$ cat config.mk
export PLATFORM = sky130hd
export DESIGN_NAME = pmod_enc_decoder
export DESIGN_NICKNAME = d
export VERILOG_FILES = /design/src/rtl/pmod_enc_decoder.sv
export SDC_FILE = /design/constraint.sdc
export NUM_CORES = 1
export LEC_CHECK = 0
export CAP_MARGIN = 20
export CORE_MARGIN = 2
export CORE_UTILIZATION = 60
export CTS_BUF_LIST = sky130_fd_sc_hd__clkbuf_16
export DETAILED_ROUTE_END_ITERATION = 10
export PLACE_DENSITY = 0.78
export SYNTH_ARGS = -nofsm -noshare
export SYNTH_HDL_FRONTEND = slang
export SYNTH_SLANG_ARGS = --single-unit
$ cat constraint.sdc
create_clock -name clk -period 2.2 [get_ports clk]
set_input_delay 0.44 -clock clk [delete_from_list [all_inputs] [get_ports clk]]
set_output_delay 0.44 -clock clk [all_outputs]
set_load 0.01 [all_outputs]
$ cat src/rtl/pmod_enc_decoder.sv
// Pmod ENC front end: 2-flop sync, per-pin debounce, quadrature decode and bounded position count.
// Define PMOD_ENC_WRAP_EN to wrap the count at its bounds instead of saturating.
module pmod_enc_decoder #(
    parameter int DEBOUNCE_CYCLES = 100_000,
    parameter int MAX_COUNT       = 19
) (
    input  logic       clk,
    input  logic       rst,
    input  logic       enc_a,
    input  logic       enc_b,
    input  logic       enc_btn,
    output logic [4:0] enc,
    output logic       step,
    output logic       dir,
    output logic       btn_db
);

    localparam int               CNT_W       = 20;
    localparam logic [CNT_W-1:0] DB_LAST     = CNT_W'(DEBOUNCE_CYCLES - 1);
    localparam logic [4:0]       MAX_C       = 5'(MAX_COUNT);
    localparam logic [2:0]       IDLE_LEVELS = 3'b011;

    typedef enum logic [2:0] {
        IDLE,
        CW1,
        CW2,
        CW3,
        CCW1,
        CCW2,
        CCW3
    } state_t;

    // Bit order for the pin vectors is {btn, b, a}.
    logic [2:0]            sync1_q, sync2_q;
    logic [2:0]            stable_q, stable_d;
    logic [2:0][CNT_W-1:0] cnt_q, cnt_d;
    state_t                state_q, state_d;
    logic                  lost_q, lost_d;
    logic                  cwEvt_q, cwEvt_d;
    logic                  ccwEvt_q, ccwEvt_d;
    logic                  btnPrev_q;
    logic [4:0]            enc_q, enc_d;
    logic                  step_q, step_d;
    logic                  dir_q, dir_d;
    logic [1:0]            ab;
    logic [1:0]            stateCode;
    logic                  btnRise;

    always_ff @(posedge clk) begin
        if (rst) begin
            sync1_q  <= IDLE_LEVELS;
            sync2_q  <= IDLE_LEVELS;
            stable_q <= IDLE_LEVELS;
            cnt_q    <= '0;
        end else begin
            sync1_q  <= {enc_btn, enc_b, enc_a};
            sync2_q  <= sync1_q;
            stable_q <= stable_d;
            cnt_q    <= cnt_d;
        end
    end

    always_comb begin
        stable_d = stable_q;
        cnt_d    = '0;
        for (int i = 0; i < 3; i++) begin
            if (sync2_q[i] != stable_q[i]) begin
                if (cnt_q[i] == DB_LAST) begin
                    stable_d[i] = ~stable_q[i];
                end else begin
                    cnt_d[i] = cnt_q[i] + 1'b1;
                end
            end
        end
    end

    assign ab      = {stable_q[0], stable_q[1]};
    assign btnRise = stable_q[2] & ~btnPrev_q;

    always_ff @(posedge clk) begin
        if (rst) begin
            state_q   <= IDLE;
            lost_q    <= 1'b0;
            cwEvt_q   <= 1'b0;
            ccwEvt_q  <= 1'b0;
            btnPrev_q <= 1'b0;
            enc_q     <= '0;
            step_q    <= 1'b0;
            dir_q     <= 1'b0;
        end else begin
            state_q   <= state_d;
            lost_q    <= lost_d;
            cwEvt_q   <= cwEvt_d;
            ccwEvt_q  <= ccwEvt_d;
            btnPrev_q <= stable_q[2];
            enc_q     <= enc_d;
            step_q    <= step_d;
            dir_q     <= dir_d;
        end
    end

    always_comb begin
        stateCode = 2'b11;
        case (state_q)
            CW1, CCW3: stateCode = 2'b01;
            CW2, CCW2: stateCode = 2'b00;
            CW3, CCW1: stateCode = 2'b10;
            default:   stateCode = 2'b11;
        endcase
    end

    // A double-bit jump parks the FSM (lost) until the detent code is seen again.
    always_comb begin
        state_d  = state_q;
        lost_d   = lost_q;
        cwEvt_d  = 1'b0;
        ccwEvt_d = 1'b0;
        if (lost_q) begin
            if (ab == 2'b11) begin
                state_d = IDLE;
                lost_d  = 1'b0;
            end
        end else if ((ab ^ stateCode) == 2'b11) begin
            if (ab == 2'b11) begin
                state_d = IDLE;
            end else begin
                lost_d = 1'b1;
            end
        end else begin
            case (state_q)
                IDLE: begin
                    if (ab == 2'b01) state_d = CW1;
                    else if (ab == 2'b10) state_d = CCW1;
                end
                CW1: begin
                    if (ab == 2'b00) state_d = CW2;
                    else if (ab == 2'b11) state_d = IDLE;
                end
                CW2: begin
                    if (ab == 2'b10) state_d = CW3;
                    else if (ab == 2'b01) state_d = CW1;
                end
                CW3: begin
                    if (ab == 2'b11) begin
                        state_d = IDLE;
                        cwEvt_d = 1'b1;
                    end else if (ab == 2'b00) begin
                        state_d = CW2;
                    end
                end
                CCW1: begin
                    if (ab == 2'b00) state_d = CCW2;
                    else if (ab == 2'b11) state_d = IDLE;
                end
                CCW2: begin
                    if (ab == 2'b01) state_d = CCW3;
                    else if (ab == 2'b10) state_d = CCW1;
                end
                CCW3: begin
                    if (ab == 2'b11) begin
                        state_d  = IDLE;
                        ccwEvt_d = 1'b1;
                    end else if (ab == 2'b00) begin
                        state_d = CCW2;
                    end
                end
                default: state_d = IDLE;
            endcase
        end
    end

    // A button edge overrides a step arriving in the same cycle.
    always_comb begin
        enc_d  = enc_q;
        step_d = 1'b0;
        dir_d  = dir_q;
        if (btnRise) begin
            enc_d = '0;
        end else if (cwEvt_q) begin
            dir_d = 1'b1;
            if (enc_q < MAX_C) begin
                enc_d  = enc_q + 5'd1;
                step_d = 1'b1;
            end
`ifdef PMOD_ENC_WRAP_EN
            else begin
                enc_d  = '0;
                step_d = 1'b1;
            end
`endif
        end else if (ccwEvt_q) begin
            dir_d = 1'b0;
            if (enc_q != 5'd0) begin
                enc_d  = enc_q - 5'd1;
                step_d = 1'b1;
            end
`ifdef PMOD_ENC_WRAP_EN
            else begin
                enc_d  = MAX_C;
                step_d = 1'b1;
            end
`endif
        end
    end

    assign enc    = enc_q;
    assign step   = step_q;
    assign dir    = dir_q;
    assign btn_db = stable_q[2];

endmodule

==> flow_summary.ini, run 1 <==
[clock_tree]
path_clk_slew_ps = 60
cts_buffers = 9
ctsResizeCount = 0
clock_latency_ps = 330
clk_path_buf_depth = 2
cts_sinks = 83
hold_buffers = 0
cts_setup_buffers = 0
cts_tree = done
root_buffer = clkbuf_16
htree_levels = 3

[worst_hold_path]
hold_start = sync1_q[0]
hold_class = reg -> reg

[layout]
fillers = 490
layout-drive-gt1-share_pct = 9.44
layout_commonest_cell = dfxtp_1
num_antenna_cells = 0
layout_common_cells = dfxtp_1 (83), nor2_1 (67), xor2_1 (41)
nNetsFinal = 481
area_delta_synth_final_pct = 12.1
postLayoutCellArea_um2 = 4520

[sta]
tns_ps = 0
period_needed_ps = 1980
drv_slew = 0
skew_ps = 5.91
grt_setup_unrepaired = false
finalCritPeriodShare_pct = 90.2
setup_viol = 0
tightest_slew_ps = 656
relSlewSlack_pct = 56.2
hold_viol = 0
fmax_mhz = 504

[global_routing]
grt_max_degree = 21
grt_pass1_vias = 2912
grt_use_total_pct = 21.2
grt_first_pass_wirelength_um = 12700
antenna_found_initial = 0
overflow = 0

[placement]
io_buffers = 12
place_area_um2 = 4180
hpwl_um = 5060
gp_congestion = 0.916

[synth]
ys_async_sr_fraction_pct = 0
netlist-cell-type-count = 58
synth_top_area_cell = dfxtp_1
netlist_area_um2 = 4030
syn_inst = 450
ys_seq_area_share_pct = 41.2
synth_flop_cell = dfxtp_1
syn_avg_cell_area_um2 = 8.96
synth_nets = 470
synth-edff-count = 0
synth_area_leaders = dfxtp_1 (41%), xor2_1 (8.9%), nor2_1 (6.2%)
yosysWarningCount = 0
synth_top_area_share_pct = 41.2
yosys_register_bits = 83

[drt]
vias = 3080
via_per_inst = 5.67
final_antenna_net_count = 0
drt_iter0_drc = 125
wl_um = 7360
wl_per_cell_um = 13.6
drc = 0
dr.pass1.iters = 4

[floorplan]
num_io_pins = 13
die_area_um2 = 7390
die_y_um = 86.0
initial_core_util_pct = 62.8
rows = 29
die_x_um = 86.0
core_area_um2 = 6420

[power_and_ir_drop]
leakage_nw = 1.60
power.density_nw_per_um2 = 717
ir_worst_vdd_mv = 0.527

[outcome]
status = completed

[setup_path]
crit_required_ps = 2460
cpMaxStageDelayCell = dfxtp_1
critPathKind = reg -> reg
crit_path_end_kind = flip-flop
startpoint_type = flip-flop
critPathBufInv = 1
cp_max_fo = 10
crit_top_cell = mux2i_1
regToRegStartpoint = state_q[0]
critical_path.startpoint = state_q[0]
cp_slowest_stage_delay_ps = 400
crit_chain = inv_1, ha_1, nand2b_1, o32ai_2, mux2i_1, or2_1, mux2i_1
cp_top_family = multiplexers
arrival_ps = 2240

[job]
drv_cap = 0
-- metal layers --
layer | part of all wire, % | routed length (µm) | track usage, % | vias up
met5 | 0 | 0 | 0 | -
met3 | 2.7 | 201 | 6.06 | 8
met2 | 50 | 3710 | 37.0 | 46
met1 | 46 | 3380 | 25.4 | 1457
met4 | 0.92 | 68 | 5.92 | 0
li1 | - | - | - | 1569
-- report_power, final --
part | total, mW | internal, mW | switching, mW
Clock | 1.68 | 1.11 | 0.579
Combinational | 0.0419 | 0.0177 | 0.0242
Sequential | 1.51 | 1.51 | 0.00409
-- path summary, 6_finish.rpt --
path,end,depth (start not counted),slack (ps)
max,state_q[1],7,220
min,sync2_q[0],1,420
max reg2reg,state_q[1],7,220
min reg2reg,sync2_q[0],1,420
-- worst reg2reg max path: cells and delay by family, from the launching register on --
family	cells	cell delay, ps
AO/OA/AOI/OAI	1	130
AND/OR/NAND/NOR	2	460
multiplexers	2	500
adder cells (fa/ha/maj)	1	310
buffers and inverters	1	110
flip-flops	1	400
-- registers in the layout (all words and copies together) (netlist names) --
signal,cells
state_q,3
lost_q,1
step,1
enc,5
ccwEvt_q,1
btnPrev_q,1
stable_q,3
cnt_q,60
cwEvt_q,1
sync2_q,3
dir,1
sync1_q,3
-- synth_stat cells (2+ instances only) --
cell type,number
xor2_1,41
a211oi_1,2
nor3_1,4
inv_1,13
o21ai_0,6
or4_1,2
and4_1,7
ha_1,14
nand4_1,15
clkbuf_1,7
a311o_1,2
a21oi_1,8
nor2_2,10
nand2b_1,4
nor3b_1,2
o211ai_1,2
nand3_1,25
a2bb2oi_1,2
nor2_1,67
or2_2,5
dfxtp_1,83
nor3_2,2
nor4_1,8
mux2i_1,8
nand2_1,32
a21o_1,5
nor2b_1,8
buf_2,4
xnor2_1,21
and2_1,4
and3_1,10
-- per-stage QoR --
stage	hold slack [ps]	setup WS (ps)	util [%]	cells	total power [mW]
5_1_grt	434	43.7	70.4	543	3.34
3_3_place_gp	392	316	65.1	527	1.59
4_1_cts	419	231	70.4	543	3.28
3_5_place_dp	408	248	65.1	527	1.59
6_report	416	217	70.4	543	3.24
2_1_floorplan	389	435	-	450	1.57
-- area by class of cell --
cell class / count / area, µm² / share of cell area, %
timing repair buffer: 15 / 143 / 3.16
sequential: 83 / 1660 / 36.8
clock inverter: 7 / 115 / 2.55
multi-input combinational: 338 / 2230 / 49.3
inverter: 14 / 52.6 / 1.16
tap: 77 / 96.3 / 2.13
clock buffer: 9 / 225 / 4.98
-- kinds of logic (layout without fill, tap and decap cells) --
group	count (synthesis)	in the layout	synth area share [%]
buf+inv	29	45	3.54
mux	9	9	2.27
fa+ha+maj	15	15	4.84
simple gates	217	217	28.6
xor+xnor	62	62	13.5
flops	83	83	41.2
compound gates	35	35	6.11
Power figures use the tool's default switching activity.
==> run 2: changes to the inputs <==
--- a/config.mk
+++ b/config.mk
@@ -5,6 +5,7 @@
 export SDC_FILE = /design/constraint.sdc
 export NUM_CORES = 1
 export LEC_CHECK = 0
+export ABC_CLOCK_PERIOD_IN_PS = 2200
 export CAP_MARGIN = 20
 export CORE_MARGIN = 2
 export CORE_UTILIZATION = 60
==> results of run 2 <==
Same layout as run 1: the final DEF is identical, and so are final timing and power.
